### config.mk
export PLATFORM = sky130hd
export DESIGN_NAME = alpha_blender
export DESIGN_NICKNAME = d
export VERILOG_FILES = /design/src/rtl/alpha_blender_pkg.sv /design/src/rtl/blend_channel.sv /design/src/rtl/alpha_blender.sv
export SDC_FILE = /design/constraint.sdc
export NUM_CORES = 1
export LEC_CHECK = 0
export ABC_AREA = 1
export ABC_CLOCK_PERIOD_IN_PS = 5100
export BUFFER_PORTS_ARGS = -buffer_cell sky130_fd_sc_hd__buf_2
export CORE_UTILIZATION = 55
export CTS_CLUSTER_SIZE = 10
export DETAILED_ROUTE_END_ITERATION = 12
export HOLD_SLACK_MARGIN = 0.03
export PLACE_DENSITY = 0.74
export SLEW_MARGIN = 40
export SYNTH_ARGS = -nofsm -noshare
export SYNTH_HDL_FRONTEND = slang
export SYNTH_HIERARCHICAL = 1
export SYNTH_SLANG_ARGS = --single-unit
### constraint.sdc
create_clock -name clk -period 5.1 [get_ports clk]
set_input_delay 0.765 -clock clk [delete_from_list [all_inputs] [get_ports clk]]
set_output_delay 0.765 -clock clk [all_outputs]
set_load 0.005 [all_outputs]
### src/rtl/alpha_blender_pkg.sv
`default_nettype none
// ============================================================================
// Module   : alpha_blender_pkg
// Purpose  : Shared types and constants for the alpha blender slice.
//            rgb888_t    - packed {R[23:16], G[15:8], B[7:0]} pixel
//            colour_e    - 3-bit foreground colour code {R,G,B}
//            ALPHA_ONE   - full weight (4 quarters)
//            WEIGHT_W    - width of a stored weight (0..4)
//            cfg_legal() - legality test for a settings capture
// Revision : 1.0 - initial release
// ============================================================================
package alpha_blender_pkg;

    localparam int CH_W     = 8;
    localparam int SUM_W    = 10;
    localparam int WEIGHT_W = 3;

    localparam logic [WEIGHT_W-1:0] ALPHA_ONE = 3'd4;

    typedef logic [3*CH_W-1:0] rgb888_t;

    typedef enum logic [2:0] {
        BLACK = 3'd0,
        BLUE  = 3'd1,
        GREEN = 3'd2,
        RED   = 3'd4,
        WHITE = 3'd7
    } colour_e;

    // Weights must each be in range and together make exactly one unit.
    function automatic logic cfg_legal(input logic [3:0] t, input logic [3:0] c);
        logic [4:0] w_total;
        w_total = {1'b0, t} + {1'b0, c};
        return (t <= 4'd4) && (w_total == 5'd4);
    endfunction

endpackage
`default_nettype wire

### src/rtl/blend_channel.sv
`default_nettype none
// ============================================================================
// Module   : blend_channel
// Purpose  : One 8-bit colour channel of the blender, two register stages.
//            Stage 1 holds fg*a and bg*c, stage 2 holds the scaled sum.
//            Macro ALPHA_BLENDER_ROUND_EN: round-to-nearest instead of
//            truncation on the final divide by four.
// Ports    : clk, rst      - clock, synchronous active-high reset
//            i_s1_en       - load stage 1
//            i_s2_en       - load stage 2
//            i_fg_on       - foreground colour bit for this channel
//            i_bg          - background channel value
//            i_a, i_c      - foreground / background weights (quarters)
//            o_pix         - blended channel value (stage 2 register)
// Revision : 1.0 - initial release
// ============================================================================
module blend_channel
    import alpha_blender_pkg::*;
(
    input  logic                clk,
    input  logic                rst,
    input  logic                i_s1_en,
    input  logic                i_s2_en,
    input  logic                i_fg_on,
    input  logic [CH_W-1:0]     i_bg,
    input  logic [WEIGHT_W-1:0] i_a,
    input  logic [WEIGHT_W-1:0] i_c,
    output logic [CH_W-1:0]     o_pix
);

    logic [SUM_W-1:0] w_fg_prod;
    logic [SUM_W-1:0] w_bg_prod;
    logic [SUM_W-1:0] w_sum;
    logic [CH_W-1:0]  w_out;
    logic [SUM_W-1:0] r_fg_prod;
    logic [SUM_W-1:0] r_bg_prod;
    logic [CH_W-1:0]  r_pix;

    // Weights never exceed 4, so each product fits in 10 bits (max 1020).
    assign w_fg_prod = (i_fg_on ? SUM_W'(8'hFF) : '0) * SUM_W'(i_a);
    assign w_bg_prod = SUM_W'(i_bg) * SUM_W'(i_c);
    assign w_sum     = r_fg_prod + r_bg_prod;

`ifdef ALPHA_BLENDER_ROUND_EN
    // Largest sum is 1020, so adding the half-LSB cannot overflow 10 bits.
    assign w_out = CH_W'((w_sum + SUM_W'(2)) >> 2);
`else
    assign w_out = CH_W'(w_sum >> 2);
`endif

    always_ff @(posedge clk) begin
        if (rst) begin
            r_fg_prod <= '0;
            r_bg_prod <= '0;
            r_pix     <= '0;
        end else begin
            if (i_s1_en) begin
                r_fg_prod <= w_fg_prod;
                r_bg_prod <= w_bg_prod;
            end
            if (i_s2_en) begin
                r_pix <= w_out;
            end
        end
    end

    assign o_pix = r_pix;

endmodule
`default_nettype wire

### src/rtl/alpha_blender.sv
`default_nettype none
// ============================================================================
// Module   : alpha_blender
// Purpose  : Blends a solid foreground colour over an RGB888 background
//            stream with quarter-step weights. Settings are sampled only
//            on the first pixel of a frame. Two-stage valid/ready pipeline.
//            Macro ALPHA_BLENDER_ROUND_EN: rounded output (latency same).
// Ports    : clk, rst                 - clock, synchronous active-high reset
//            color                    - foreground colour code {R,G,B}
//            transparency             - foreground weight, quarters
//            transparency_complement  - background weight, quarters
//            in_valid/in_ready/in_sof/in_pixel    - background stream
//            out_valid/out_ready/out_sof/out_pixel - blended stream
//            cfg_err                  - latched settings were illegal
// Revision : 1.0 - initial release
// ============================================================================
module alpha_blender
    import alpha_blender_pkg::*;
(
    input  logic        clk,
    input  logic        rst,
    input  logic [2:0]  color,
    input  logic [3:0]  transparency,
    input  logic [3:0]  transparency_complement,
    input  logic        in_valid,
    output logic        in_ready,
    input  logic        in_sof,
    input  rgb888_t     in_pixel,
    output logic        out_valid,
    input  logic        out_ready,
    output logic        out_sof,
    output rgb888_t     out_pixel,
    output logic        cfg_err
);

    logic                r_s1_valid;
    logic                r_s1_sof;
    logic                r_s2_valid;
    logic                r_s2_sof;
    logic [2:0]          r_color;
    logic [WEIGHT_W-1:0] r_a;
    logic [WEIGHT_W-1:0] r_c;
    logic                r_cfg_err;

    logic                w_s1_en;
    logic                w_s2_en;
    logic                w_in_fire;
    logic                w_capture;
    logic                w_legal;
    logic [WEIGHT_W-1:0] w_new_a;
    logic [WEIGHT_W-1:0] w_new_c;
    logic [2:0]          w_color_eff;
    logic [WEIGHT_W-1:0] w_a_eff;
    logic [WEIGHT_W-1:0] w_c_eff;

    // A stage loads when it is empty or its contents move on this cycle.
    assign w_s2_en   = !r_s2_valid || out_ready;
    assign w_s1_en   = !r_s1_valid || w_s2_en;
    assign in_ready  = w_s1_en;
    assign w_in_fire = in_valid && w_s1_en;
    assign w_capture = w_in_fire && in_sof;

    assign w_legal = cfg_legal(transparency, transparency_complement);
    assign w_new_a = w_legal ? transparency[WEIGHT_W-1:0]            : ALPHA_ONE;
    assign w_new_c = w_legal ? transparency_complement[WEIGHT_W-1:0] : '0;

    // The capturing pixel itself already uses the new settings; weights are
    // applied at stage-1 entry, so pixels already in flight keep theirs.
    assign w_color_eff = w_capture ? color   : r_color;
    assign w_a_eff     = w_capture ? w_new_a : r_a;
    assign w_c_eff     = w_capture ? w_new_c : r_c;

    always_ff @(posedge clk) begin
        if (rst) begin
            r_s1_valid <= 1'b0;
            r_s1_sof   <= 1'b0;
            r_s2_valid <= 1'b0;
            r_s2_sof   <= 1'b0;
            r_color    <= BLACK;
            r_a        <= '0;
            r_c        <= ALPHA_ONE;
            r_cfg_err  <= 1'b0;
        end else begin
            if (w_s1_en) begin
                r_s1_valid <= in_valid;
                r_s1_sof   <= in_valid && in_sof;
            end
            if (w_s2_en) begin
                r_s2_valid <= r_s1_valid;
                r_s2_sof   <= r_s1_valid && r_s1_sof;
            end
            if (w_capture) begin
                r_color   <= color;
                r_a       <= w_new_a;
                r_c       <= w_new_c;
                r_cfg_err <= !w_legal;
            end
        end
    end

    // Channel 0 is blue (colour bit 0, pixel bits 7:0), up to red.
    for (genvar gi = 0; gi < 3; gi++) begin : g_channel
        blend_channel u_blend_channel (
            .clk     (clk),
            .rst     (rst),
            .i_s1_en (w_s1_en),
            .i_s2_en (w_s2_en),
            .i_fg_on (w_color_eff[gi]),
            .i_bg    (in_pixel[CH_W*gi +: CH_W]),
            .i_a     (w_a_eff),
            .i_c     (w_c_eff),
            .o_pix   (out_pixel[CH_W*gi +: CH_W])
        );
    end

    assign out_valid = r_s2_valid;
    assign out_sof   = r_s2_sof;
    assign cfg_err   = r_cfg_err;

endmodule
`default_nettype wire

==> results.yml <==
run_status:
  run_status: "finished, final reports clean"
drt:
  avgViaCountPerCell: 4.85
  drtIter0Drc: 380
  wire_per_inst_um: 11.0
  wl_mm: 15.2
  ant_nets: 0
  drc: 0
  dr.pass1.iters: 5
  vias: 6737
clock_network:
  htreeDepth: 3
  cts.path.max_buffers: 2
  cts.sinks: 95
  clk_latency_ns: 0.34
  cts_hold_buf: 0
  cts_resized: 0
  numCtsBuffers: 9
  postCtsSetupBuffers: 0
  cts_root_buffer: "clkbuf_16"
  clkTransAtPathRegs_ns: 0.07
  cts_tree: "yes"
die:
  die_x_um: 121
  fp-row-count: 43
  die_h_um: 121
  ios: 68
  dieArea_sq_mm: 0.0147
  initial_utilization_pct: 56.3
  core_area_sq_mm: 0.0139
worst_setup_path:
  arrival_ns: 4.39
  worstPathRequired_ns: 5.34
  slowest_stage: "fa_1"
  crit_top_cell: "nand2_1"
  worstPathCellList: "buf_2, ha_1, fa_1, inv_1, nand2_1, nor2_1, nand2_1, nor2_2, nand2_1, nand2_1, nand2_1, nand2_1, inv_1, fa_1, ha_1, inv_1, fa_1, inv_1, fa_1, nor2_1, nor2_1"
  path_class: "in2reg"
  cp-start-kind: "input port"
  cpPeakStageDelay_ns: 0.62
  end_kind: "register"
  crit_fanout: 6
final_layout:
  final_util_pct: 61.7
  syn_to_final_growth_pct: 9.74
  n_fill_cell: 1318
  drive_gt1_share_pct: 9.83
  design_area_sq_mm: 0.00857
  fin_nets: 1359
  diodes: 0
logic_synthesis:
  synth_nets: 1306
  syn_area_sq_mm: 0.00781
  synth_cell_type_count: 34
  synthCells: 1153
  synth-seq-area-share_pct: 24.4
  syn_area_per_cell_sq_um: 6.77
  synth_seq_cells: 95
  synth_edf_count: 0
  yosysWarnings: 6
  async_flop_share_pct: 0
  ys.flop_type: "dfxtp_1"
global_routing:
  grt_pass1_vias: 6118
  grt_max_degree: 90
  grt_usage_pct: 22.5
  grt_pass1_wl_mm: 26.9
  grt.overflow.total: 0
  antenna_found_initial: 0
timing:
  clock_skew_ns: 0.00551
  max_slew_margin_pct: 49.8
  worst_slack_ns: 0.945
  fmax_ghz: 0.241
  rsz0062_at_grt: "no"
  timing.final.crit_share_pct: 81.5
  hold_viol: 0
  slew_violations: 0
  setup_viol: 0
  fin_crit_ns: 4.16
  tightest_slew_ns: 0.753
  tns_ns: 0
job:
  maxCapViolations: 0
placement:
  place_area_sq_mm: 0.00824
  dp_slack_ns: 0.580
  numPortBuffers: 67
  place.gp.congestion: 0.863
  dpl.hpwl_mm: 11.9
power_and_ir_drop:
  powerDensity_mw_per_mm2: 225
  p_leak_nw: 5.15
  ir_drop_v: 0.000172
  total_power_w: 0.00193
worst_hold_path:
  hold_class: "reg2reg"
## per-stage QoR
stage	cells	hold slack [ns]
global placement	1375	0.453
floorplan	1153	0.439
detailed placement	1375	0.454
finish	1390	0.471
global route	1390	0.490
CTS	1390	0.470
## per-layer routing
layer	routed length, um	track usage, %	vias up	part of all wire [%]
li1	-	-	3637	-
met1	7790	30.9	2992	51
met2	6770	36.8	97	44
met3	494	2.73	11	3.2
met4	179	6.87	0	1.2
met5	0	0	-	0
## path summary, 6_finish.rpt
path,startpoint,to,slack [ns],cells past startpoint
worst min-delay path,r_c[2],r_c[2],0.47,2
worst max-delay path,transparency[0],g_channel[2].u_blend_channel/r_fg_prod[7],0.94,21
worst max register to register,out_valid,g_channel[2].u_blend_channel/r_fg_prod[7],1.50,18
worst min register to register,r_c[2],r_c[2],0.47,2
## logic make-up (layout without fill, tap and decap cells)
group / after synthesis / in the layout / share of synthesized area, %
buf+inv: 247 / 304 / 13.0
simple gates: 534 / 534 / 27.8
fa+ha+maj: 113 / 113 / 22.0
flops: 95 / 95 / 24.4
xor+xnor: 24 / 24 / 2.69
compound gates: 140 / 140 / 10.2
## synthesized netlist by cell type, types with 4 or more instances
cell type  count  area share [%]
or2_1          6            0.48
fa_1          40              10
nor2_1       176             8.5
nand4_1        7            0.56
nor2_2         4            0.32
nand2_1      273              13
o21ai_0       59             3.8
ha_1          73              12
a21oi_1       53             3.4
xor2_1        21             2.4
clkinv_1       5            0.24
buf_2          9            0.58
clkbuf_1      13            0.62
nand3_1       59             3.8
o21ai_2        9             1.0
inv_1        206             9.9
dfxtp_1       95              24
clkbuf_8       5            0.88
a21boi_0       6            0.58
nand2_2        6            0.48
## state kept, by name, summed over array words and instances, names as in the netlist
| register | cells |
|---|---|
| g_channel.u_blend_channel/r_bg_prod | 30 |
| g_channel.u_blend_channel/r_fg_prod | 27 |
| g_channel.u_blend_channel/o_pix | 24 |
| r_a | 3 |
| r_c | 3 |
| r_color | 3 |
| cfg_err | 1 |
| out_sof | 1 |
| out_valid | 1 |
| r_s1_sof | 1 |
| r_s1_valid | 1 |
## placed cells by master, fill, tap and decap left out, types with 2 or more instances in the layout
| master | n |
|---|---|
| o21ai_2 | 9 |
| or2_1 | 6 |
| clkbuf_1 | 2 |
| o21ai_0 | 59 |
| a21oi_1 | 53 |
| nand4_1 | 7 |
| ha_1 | 73 |
| inv_1 | 206 |
| a21oi_2 | 3 |
| dfxtp_1 | 95 |
| bufinv_16 | 3 |
| clkbuf_16 | 9 |
| xnor2_1 | 3 |
| nor2_2 | 4 |
| a21boi_0 | 6 |
| buf_4 | 4 |
| a21o_1 | 3 |
| fa_1 | 40 |
| xor2_1 | 21 |
| buf_12 | 2 |
| nand3_1 | 59 |
| nor2_1 | 176 |
| clkinv_1 | 5 |
| inv_2 | 3 |
| o21bai_1 | 3 |
| o21bai_2 | 3 |
| nand2_2 | 6 |
| nand2_1 | 273 |
| buf_2 | 67 |
## final cells by class
| class | count | area, sq um | share of cell area, % |
|---|---|---|---|
| Multi-Input combinational cell | 811 | 4890 | 57.0 |
| Tap cell | 180 | 225 | 2.63 |
| Clock buffer | 11 | 233 | 2.72 |
| Timing Repair Buffer | 74 | 417 | 4.86 |
| Clock inverter | 4 | 95.1 | 1.11 |
| Inverter | 215 | 810 | 9.45 |
| Sequential cell | 95 | 1900 | 22.2 |
## power breakdown
| part | internal, W | total (W) | switching, W |
|---|---|---|---|
| clock | 0.000476 | 0.000757 | 0.000281 |
| combinational | 0.000143 | 0.000359 | 0.000216 |
| sequential | 0.000789 | 0.000815 | 0.0000258 |
| total | 0.00141 | 0.00193 | 0.000523 |
## worst max-delay path, delay by kind of cell
family	cells	cell delay [ns]
buffers and inverters	5	0.46
AND/OR/NAND/NOR	10	0.88
adder cells (fa/ha/maj)	6	2.27
Power figures use the tool's default switching activity.
